<file path="config.mk">
export PLATFORM = sky130hd
export DESIGN_NAME = mac_multiplex_seq
export DESIGN_NICKNAME = d
export VERILOG_FILES = /design/src/rtl/mac_multiplex_seq.sv
export SDC_FILE = /design/constraint.sdc
export NUM_CORES = 1
export LEC_CHECK = 0
export ABC_CLOCK_PERIOD_IN_PS = 1580
export CAP_MARGIN = 0
export CORE_MARGIN = 4
export CORE_UTILIZATION = 36
export CTS_CLUSTER_DIAMETER = 80
export DETAILED_ROUTE_END_ITERATION = 10
export GPL_TIMING_DRIVEN = 0
export PLACE_DENSITY_LB_ADDON = 0.2
export SLEW_MARGIN = 20
export SYNTH_ARGS = -nofsm -noshare
export SYNTH_HDL_FRONTEND = slang
export SYNTH_SLANG_ARGS = --single-unit
</file>
<file path="constraint.sdc">
create_clock -name clk -period 1.58 [get_ports clk]
set_input_delay 0.316 -clock clk [delete_from_list [all_inputs] [get_ports clk]]
set_output_delay 0.316 -clock clk [all_outputs]
set_load 0.02 [all_outputs]
</file>
<file path="src/rtl/mac_multiplex_seq.sv">
// Window sequencer for the multiplex MAC: accepts a mode and length, gates operand
// pairs into the MAC, flushes its two-stage pipeline and unpacks per-lane results.
module mac_multiplex_seq #(
  parameter int W_WIDTH         = 8,
  parameter int A_WIDTH         = 8,
  parameter int PLUS_WIDTH      = 4,
  parameter int CONFIG_AW_WIDTH = 2,
  parameter int LEN_WIDTH       = 8,
  localparam int Z_WIDTH        = W_WIDTH + A_WIDTH + 4 * PLUS_WIDTH
) (
  input  logic                         clk,
  input  logic                         rst,
  input  logic                         start_i,
  output logic                         start_ready_o,
  input  logic [CONFIG_AW_WIDTH-1:0]   cfg_aw_i,
  input  logic [LEN_WIDTH-1:0]         len_i,
  input  logic                         op_valid_i,
  output logic                         op_ready_o,
  input  logic [W_WIDTH-1:0]           op_w_i,
  input  logic [A_WIDTH-1:0]           op_a_i,
  output logic [W_WIDTH-1:0]           mac_w_o,
  output logic [A_WIDTH-1:0]           mac_a_o,
  output logic [CONFIG_AW_WIDTH-1:0]   mac_config_aw_o,
  output logic                         mac_accu_rst_o,
  input  logic [Z_WIDTH-1:0]           mac_z_i,
  output logic                         res_valid_o,
  input  logic                         res_ready_i,
  output logic [4*Z_WIDTH-1:0]         res_lanes_o,
  output logic [CONFIG_AW_WIDTH-1:0]   res_mode_o,
  output logic                         err_cfg_o,
  output logic [1:0]                   dbg_state_o
);

  // Handshakes: a transfer happens on a rising clk edge where both valid and ready
  // are high; valid never waits on ready, and data is held stable while valid is high.

  localparam int HALF    = Z_WIDTH / 2;
  localparam int QUARTER = Z_WIDTH / 4;

  localparam logic [CONFIG_AW_WIDTH-1:0] MODE_8B  = CONFIG_AW_WIDTH'(2'b00);
  localparam logic [CONFIG_AW_WIDTH-1:0] MODE_4B  = CONFIG_AW_WIDTH'(2'b01);
  localparam logic [CONFIG_AW_WIDTH-1:0] MODE_BAD = CONFIG_AW_WIDTH'(2'b10);
  localparam logic [CONFIG_AW_WIDTH-1:0] MODE_2B  = CONFIG_AW_WIDTH'(2'b11);

  typedef enum logic [1:0] {
    S_IDLE  = 2'd0,
    S_RUN   = 2'd1,
    S_FLUSH = 2'd2,
    S_OUT   = 2'd3
  } state_t;

  state_t                       state_q, state_d;
  logic [LEN_WIDTH-1:0]         cnt_q, cnt_d;
  logic [CONFIG_AW_WIDTH-1:0]   cfg_q, cfg_d;
  logic                         accu_rst_q, accu_rst_d;
  logic                         err_q, err_d;
  logic                         flush_q, flush_d;
  logic [4*Z_WIDTH-1:0]         lanes_q, lanes_d;
  logic [CONFIG_AW_WIDTH-1:0]   mode_q, mode_d;
  logic [4*Z_WIDTH-1:0]         unpacked;

  always_ff @(posedge clk) begin
    if (rst) begin
      state_q    <= S_IDLE;
      cnt_q      <= '0;
      cfg_q      <= '0;
      accu_rst_q <= 1'b0;
      err_q      <= 1'b0;
      flush_q    <= 1'b0;
      lanes_q    <= '0;
      mode_q     <= '0;
    end else begin
      state_q    <= state_d;
      cnt_q      <= cnt_d;
      cfg_q      <= cfg_d;
      accu_rst_q <= accu_rst_d;
      err_q      <= err_d;
      flush_q    <= flush_d;
      lanes_q    <= lanes_d;
      mode_q     <= mode_d;
    end
  end

  // Sign-extend each accumulator slice of the final MAC word into its own lane.
  always_comb begin
    unpacked = '0;
    case (cfg_q)
      MODE_8B: unpacked[Z_WIDTH-1:0] = mac_z_i;
      MODE_4B: begin
        for (int i = 0; i < 2; i++) begin
          unpacked[i*Z_WIDTH +: Z_WIDTH] =
            {{(Z_WIDTH-HALF){mac_z_i[i*HALF+HALF-1]}}, mac_z_i[i*HALF +: HALF]};
        end
      end
      default: begin
        for (int i = 0; i < 4; i++) begin
          unpacked[i*Z_WIDTH +: Z_WIDTH] =
            {{(Z_WIDTH-QUARTER){mac_z_i[i*QUARTER+QUARTER-1]}}, mac_z_i[i*QUARTER +: QUARTER]};
        end
      end
    endcase
  end

  always_comb begin
    state_d    = state_q;
    cnt_d      = cnt_q;
    cfg_d      = cfg_q;
    accu_rst_d = 1'b0;
    err_d      = 1'b0;
    flush_d    = flush_q;
    lanes_d    = lanes_q;
    mode_d     = mode_q;
    op_ready_o = 1'b0;
    mac_w_o    = '0;
    mac_a_o    = '0;

    case (state_q)
      S_IDLE: begin
        if (start_i) begin
          if (len_i == '0) begin
            err_d = 1'b1;
          end else begin
            err_d      = (cfg_aw_i == MODE_BAD);
            cfg_d      = (cfg_aw_i == MODE_BAD) ? MODE_2B : cfg_aw_i;
            cnt_d      = len_i;
            accu_rst_d = 1'b1;
            state_d    = S_RUN;
          end
        end
      end
      S_RUN: begin
        op_ready_o = 1'b1;
        if (op_valid_i) begin
          mac_w_o = op_w_i;
          mac_a_o = op_a_i;
          cnt_d   = cnt_q - LEN_WIDTH'(1);
          if (cnt_q == LEN_WIDTH'(1)) begin
            state_d = S_FLUSH;
            flush_d = 1'b0;
          end
        end
      end
      S_FLUSH: begin
        flush_d = 1'b1;
        if (flush_q) begin
          lanes_d = unpacked;
          mode_d  = cfg_q;
          flush_d = 1'b0;
          state_d = S_OUT;
        end
      end
      S_OUT: begin
        if (res_ready_i) state_d = S_IDLE;
      end
      default: state_d = S_IDLE;
    endcase
  end

  assign start_ready_o   = (state_q == S_IDLE);
  assign res_valid_o     = (state_q == S_OUT);
  assign mac_config_aw_o = cfg_q;
  assign mac_accu_rst_o  = accu_rst_q;
  assign err_cfg_o       = err_q;
  assign res_lanes_o     = lanes_q;
  assign res_mode_o      = mode_q;
  assign dbg_state_o     = state_q;

endmodule
</file>
Word level (Yosys, flattened, before mapping). Index checks and enable logic that the tools add are counted.

Add/subtract/negate cells: 1. Equality and inequality tests: 12. Muxes and demuxes: 26. Bitwise operators: 3. Reductions and logical operators: 12.

Operators by type and width (count): 32-bit one-hot mux with 2 select lines (2); 64-bit two-way mux (1); 8-bit two-way mux (7); 8-bit one-hot mux with 2 select lines (1); 2-bit two-way mux (7); 2-bit inequality test (second input constant) (5); 8-bit by 1-bit equality test with 1-bit output (second input constant) (1); 8-bit logical NOT (1); 2-bit one-hot mux with 4 select lines (1); 8-bit by 1-bit subtractor with 8-bit output (second input constant) (1); 2-bit equality test (second input constant) (3); 1-bit two-way mux (6); 3-bit AND reduction (2); 6-bit AND reduction (1); 2-bit by 1-bit equality test with 1-bit output (second input constant) (2); 2-bit logical NOT (2); 4-bit AND reduction (1); 2-bit nonzero test (2); 1-bit inverter (3); 3-bit OR reduction (1); 2-bit by 1-bit inequality test with 1-bit output (second input constant) (1); 1-bit one-hot mux with 2 select lines (1); 2-bit AND reduction (1); 2-bit OR reduction (1).

Bits in registers: 145. Input port bits: 63. Output and inout bits: 155. Logic and storage cells: 62.

Depth between registers and ports, before layout.
Depth after elaboration: 4. Mapped depth: 8. Mapped depth without buffers: 6.

Worst setup path after synthesis. Ideal clock, no wire load.

Path kind: reg-to-reg. Start: register state_q[0] (netlist: dbg_state_o[0]). End: register cnt_q[2]. Library setup time: 0.136 ns. Arrival time: 1.909 ns. Data required time: 1.444 ns. Slack: -0.465 ns. Cell stages (with the launch flop): 8. Path through: dfxtp_1 > inv_1 > ha_1 > buf_2 > mux2i_2 > nor2_1 > nor2_4 > o32ai_2.

Longest elaborated chain between the ends: 3. Elaborated cells between the ends (all ways): 8.

Ends and longest elaborated chain: from (decl) (line 52) `state_t state_q, state_d;`; from (signal assigned) (line 73) `state_q <= state_d;`; 2-bit logical NOT *; via start_ready_o (line 14) `output logic start_ready_o,`; 2-bit inequality test (no source line) or 2-bit nonzero test (tied branches); 4-bit AND reduction (no source line); to (signal assigned) (line 74) `cnt_q <= cnt_d;`; to (decl) (line 53) `logic [LEN_WIDTH-1:0] cnt_q, cnt_d;`.

The timed path passes the listed nets; every way through them passes the cells marked *. A chain may end at the register's enable or synchronous reset.

Worst setup path after layout.
Start: register state_q[1] (netlist: dbg_state_o[1]). End: output port mac_w_o[6].

Longest elaborated chain between the ends: 2.

Ends and longest elaborated chain: 2-bit by 1-bit equality test with 1-bit output (line 117) `case (state_q)`; 8-bit two-way mux (line 117); to (decl) (line 21) `output logic [W_WIDTH-1:0] mac_w_o,`.

Every way passes these cells.

==> flow_summary_export.csv <==
group,metric,value,unit
yosys,postSynthRegisterBits,81,
timing,final.period_utilization,112.8,%
run_status,status,"complete, but fails checks",
setup_path,cp-start-kind,"register",
timing,timing.fmax,0.5610,GHz
yosys,ys_types,43,
yosys,synth_cells,495,
cells_and_area,finalNetCount,807,
timing,tns,-3810,ps
clocking,cts_sinks,81,
floorplan,die_area,0.01307,sq mm
floorplan,start_util,37.23,%
grt,antenna_found_initial,0,
cells_and_area,layout_commonest_cell,"buf_4",
worst_hold_path,min-delay-start,"res_lanes_o[69]",
clocking,cts_tree,"built",
timing,hold_viol_final,0,
place,port_buffers,216,
floorplan,die_w,114.3,um
setup_path,slowest_stage,"dfxtp_4",
yosys,synth_flop_cell,"dfxtp_1",
flow_run,cap_violations,0,
timing,rsz0062_at_grt,"yes",
worst_hold_path,hold_path_depth,2,
clocking,cts-root-buf,"clkbuf_16",
timing,setup_ws,-202.7,ps
cells_and_area,mostFrequentLayoutCells,"103 x buf_4, 81 x dlygate4sd2_1, 75 x dfxtp_1, 65 x nand2_1, 58 x a21oi_1",
route,wl_per_cell,16.76,um
yosys,synth_area,0.004071,sq mm
pwr,power.total,7.991,mW
route,initialDrtViolationCount,197,
clocking,clk_path_buf_depth,2,
route,vias,4397,
run_status,violations,"setup timing",
clocking,htree_levels,3,
route,postRouteAntennaNets,0,
setup_path,r2r_end,"cnt_q[0]",
cells_and_area,area_growth_syn_to_layout,71.08,%
setup_path,reg2reg_slack,-160,ps
setup_path,worstSetupEndpointType,"output pin",
yosys,syn-num-nets,564,
grt,grt_usage,22.20,%
yosys,avgSynthCellArea,8.225,sq um
setup_path,crit_arrival,1470,ps
setup_path,worstPathMaxFanout,7,
place,dp_hpwl,11.08,mm
route,vias_per_cell,4.985,
floorplan,std_cell_rows,38,
yosys,seq_area_frac_synth,39.83,%
cells_and_area,n_fill_cell,950,
clocking,cts-buffers-inserted,9,
floorplan,die_h,114.3,um
timing,setup_violations,26,
timing,fin_skew,7.717,ps
timing,max-slew-margin-rel,52.86,%
setup_path,rr_worst_depth,7,
setup_path,crit_chain,"inv_4, ha_4, buf_8, clkbuf_16, and3_4, buf_6",
yosys,synthArstFlopShare,0,%
floorplan,core,0.01094,sq mm
grt,grt_overflow_total,0,
pwr,peakVddDrop,0.6468,mV
route,drc_errors,0,
worst_hold_path,hold_path.class,"register to register",
yosys,synth_edf_count,0,
cells_and_area,n_antenna_cell,0,
clocking,clk_latency,330,ps
pwr,p_leak,3.338,nW
cells_and_area,drive_above_1_share,32.75,%
grt,grt_pass1_vias,4419,
clocking,clkTransAtPathRegs,60,ps
timing,slew_violations,0,
setup_path,slowest_delay,360,ps
yosys,yosysWarnings,0,
place,gp_congestion,0.8571,
route,firstDrtPassIters,4,
timing,worst_pin_slew,707.0,ps
worst_hold_path,holdPathEnd,"res_lanes_o[69]",
grt,grt_max_degree,19,
setup_path,worst_ep_required_time,1260,ps
setup_path,critPathKind,"register to output pin",
timing,period_needed,1783,ps
setup_path,r2r_start,"dbg_state_o[1]",
pwr,power.density,1147,mW/mm^2
floorplan,num_io_pins,218,
grt,grt_first_pass_wirelength,23.29,mm
route,totalWireLength,14.78,mm
-- area by class of cell --
| cell class | count | area (sq um) | share of cell area, % |
|---|---|---|---|
| timing repair buffer | 233 | 2078 | 29.84 |
| multi-input combinational | 308 | 2007 | 28.81 |
| sequential | 81 | 1642 | 23.57 |
| buffer | 97 | 729.5 | 10.47 |
| clock buffer | 10 | 239.0 | 3.431 |
| tap | 140 | 175.2 | 2.515 |
| clock inverter | 5 | 56.30 | 0.8083 |
| inverter | 8 | 38.79 | 0.5569 |
-- how the worst max path moves through the flow --
stage | from | end | slack, ps
2_1_floorplan | dbg_state_o[1] | cnt_q[0] | -80
3_3_place_gp | op_valid_i | mac_w_o[1] | -790
3_5_place_dp | op_valid_i | mac_a_o[5] | -850
4_1_cts | dbg_state_o[1] | mac_w_o[3] | -230
5_1_grt | dbg_state_o[1] | mac_w_o[6] | -240
6_report | dbg_state_o[1] | mac_w_o[6] | -200
-- cells in the mapped netlist (5+ instances only) --
library cell  instances  area share (%)
a211oi_1              5            0.92
a21oi_1              60             7.4
a221oi_1              9             1.9
and3_1               16             2.5
buf_2                 6            0.74
buf_4                64              12
clkbuf_1             24             2.2
dfxtp_1              81              40
ha_1                  6             1.8
inv_1                 8            0.74
nand2_1              68             6.3
nand3_1              18             2.2
nor2_1               33             3.0
nor2b_1              12             1.8
nor3_1               12             1.5
o21ai_0              25             3.1
o22ai_1               7             1.1
o32ai_2               6             2.4
-- per-layer routing --
| metal | vias to the layer above | GRT usage (%) | wire, um |
|---|---|---|---|
| met5 | - | 0 | 0 |
| met4 | 0 | 5.780 | 201 |
| met3 | 17 | 6.237 | 1295 |
| li1 | 2137 | - | - |
| met2 | 173 | 37.70 | 7352 |
| met1 | 2070 | 27.71 | 5928 |
-- state kept, by name (all words and copies together), names as in the netlist --
signal           cells
cnt_q                8
err_cfg_o            1
res_lanes_o         64
mac_accu_rst_o       1
dbg_state_o          2
mac_config_aw_o      2
flush_q              1
res_mode_o           2
-- cell families after synthesis --
logic type / count (synthesis) / synth area share [%]
multiplexers: 4 / 1.076
flip-flops: 81 / 39.83
AND/OR/NAND/NOR: 171 / 20.68
AO/OA/AOI/OAI: 127 / 20.53
buffers and inverters: 106 / 16.04
adder cells (fa/ha/maj): 6 / 1.844
-- critical path, delay by kind of cell (launching register included) --
kind	cells	cell delay [ps]
and+or+nand+nor	1	170
buffers and inverters	4	440
adders and majority gates	1	160
DFF	1	360
-- per-stage QoR --
step	util [%]	area, sq um	setup WS [ps]	instances	hold slack, ps
2_1_floorplan	-	4130	-84.92	495	452.0
3_3_place_gp	59.14	6467	-789.1	851	439.9
3_5_place_dp	59.14	6467	-848.4	851	443.7
4_1_cts	63.74	6970	-225.8	883	449.4
5_1_grt	63.70	6965	-238.9	882	469.2
6_report	63.70	6965	-202.7	882	448.2
-- where the power goes --
part           switching [mW]  total [mW]  leakage [nW]  internal (mW)
logic                    1.84        3.42          2.54           1.58
clock network           0.814        2.07         0.144           1.25
registers               0.242        2.50         0.659           2.26
total                    2.90        7.99          3.34           5.10
-- timing repair --
item	4_1_cts	5_1_grt
setup buffers	17	1
gates resized for setup	354	81
hold buffers	0	0
pin swaps	7	6
endpoints found under the setup margin	231	102
Power figures use the tool's default switching activity.
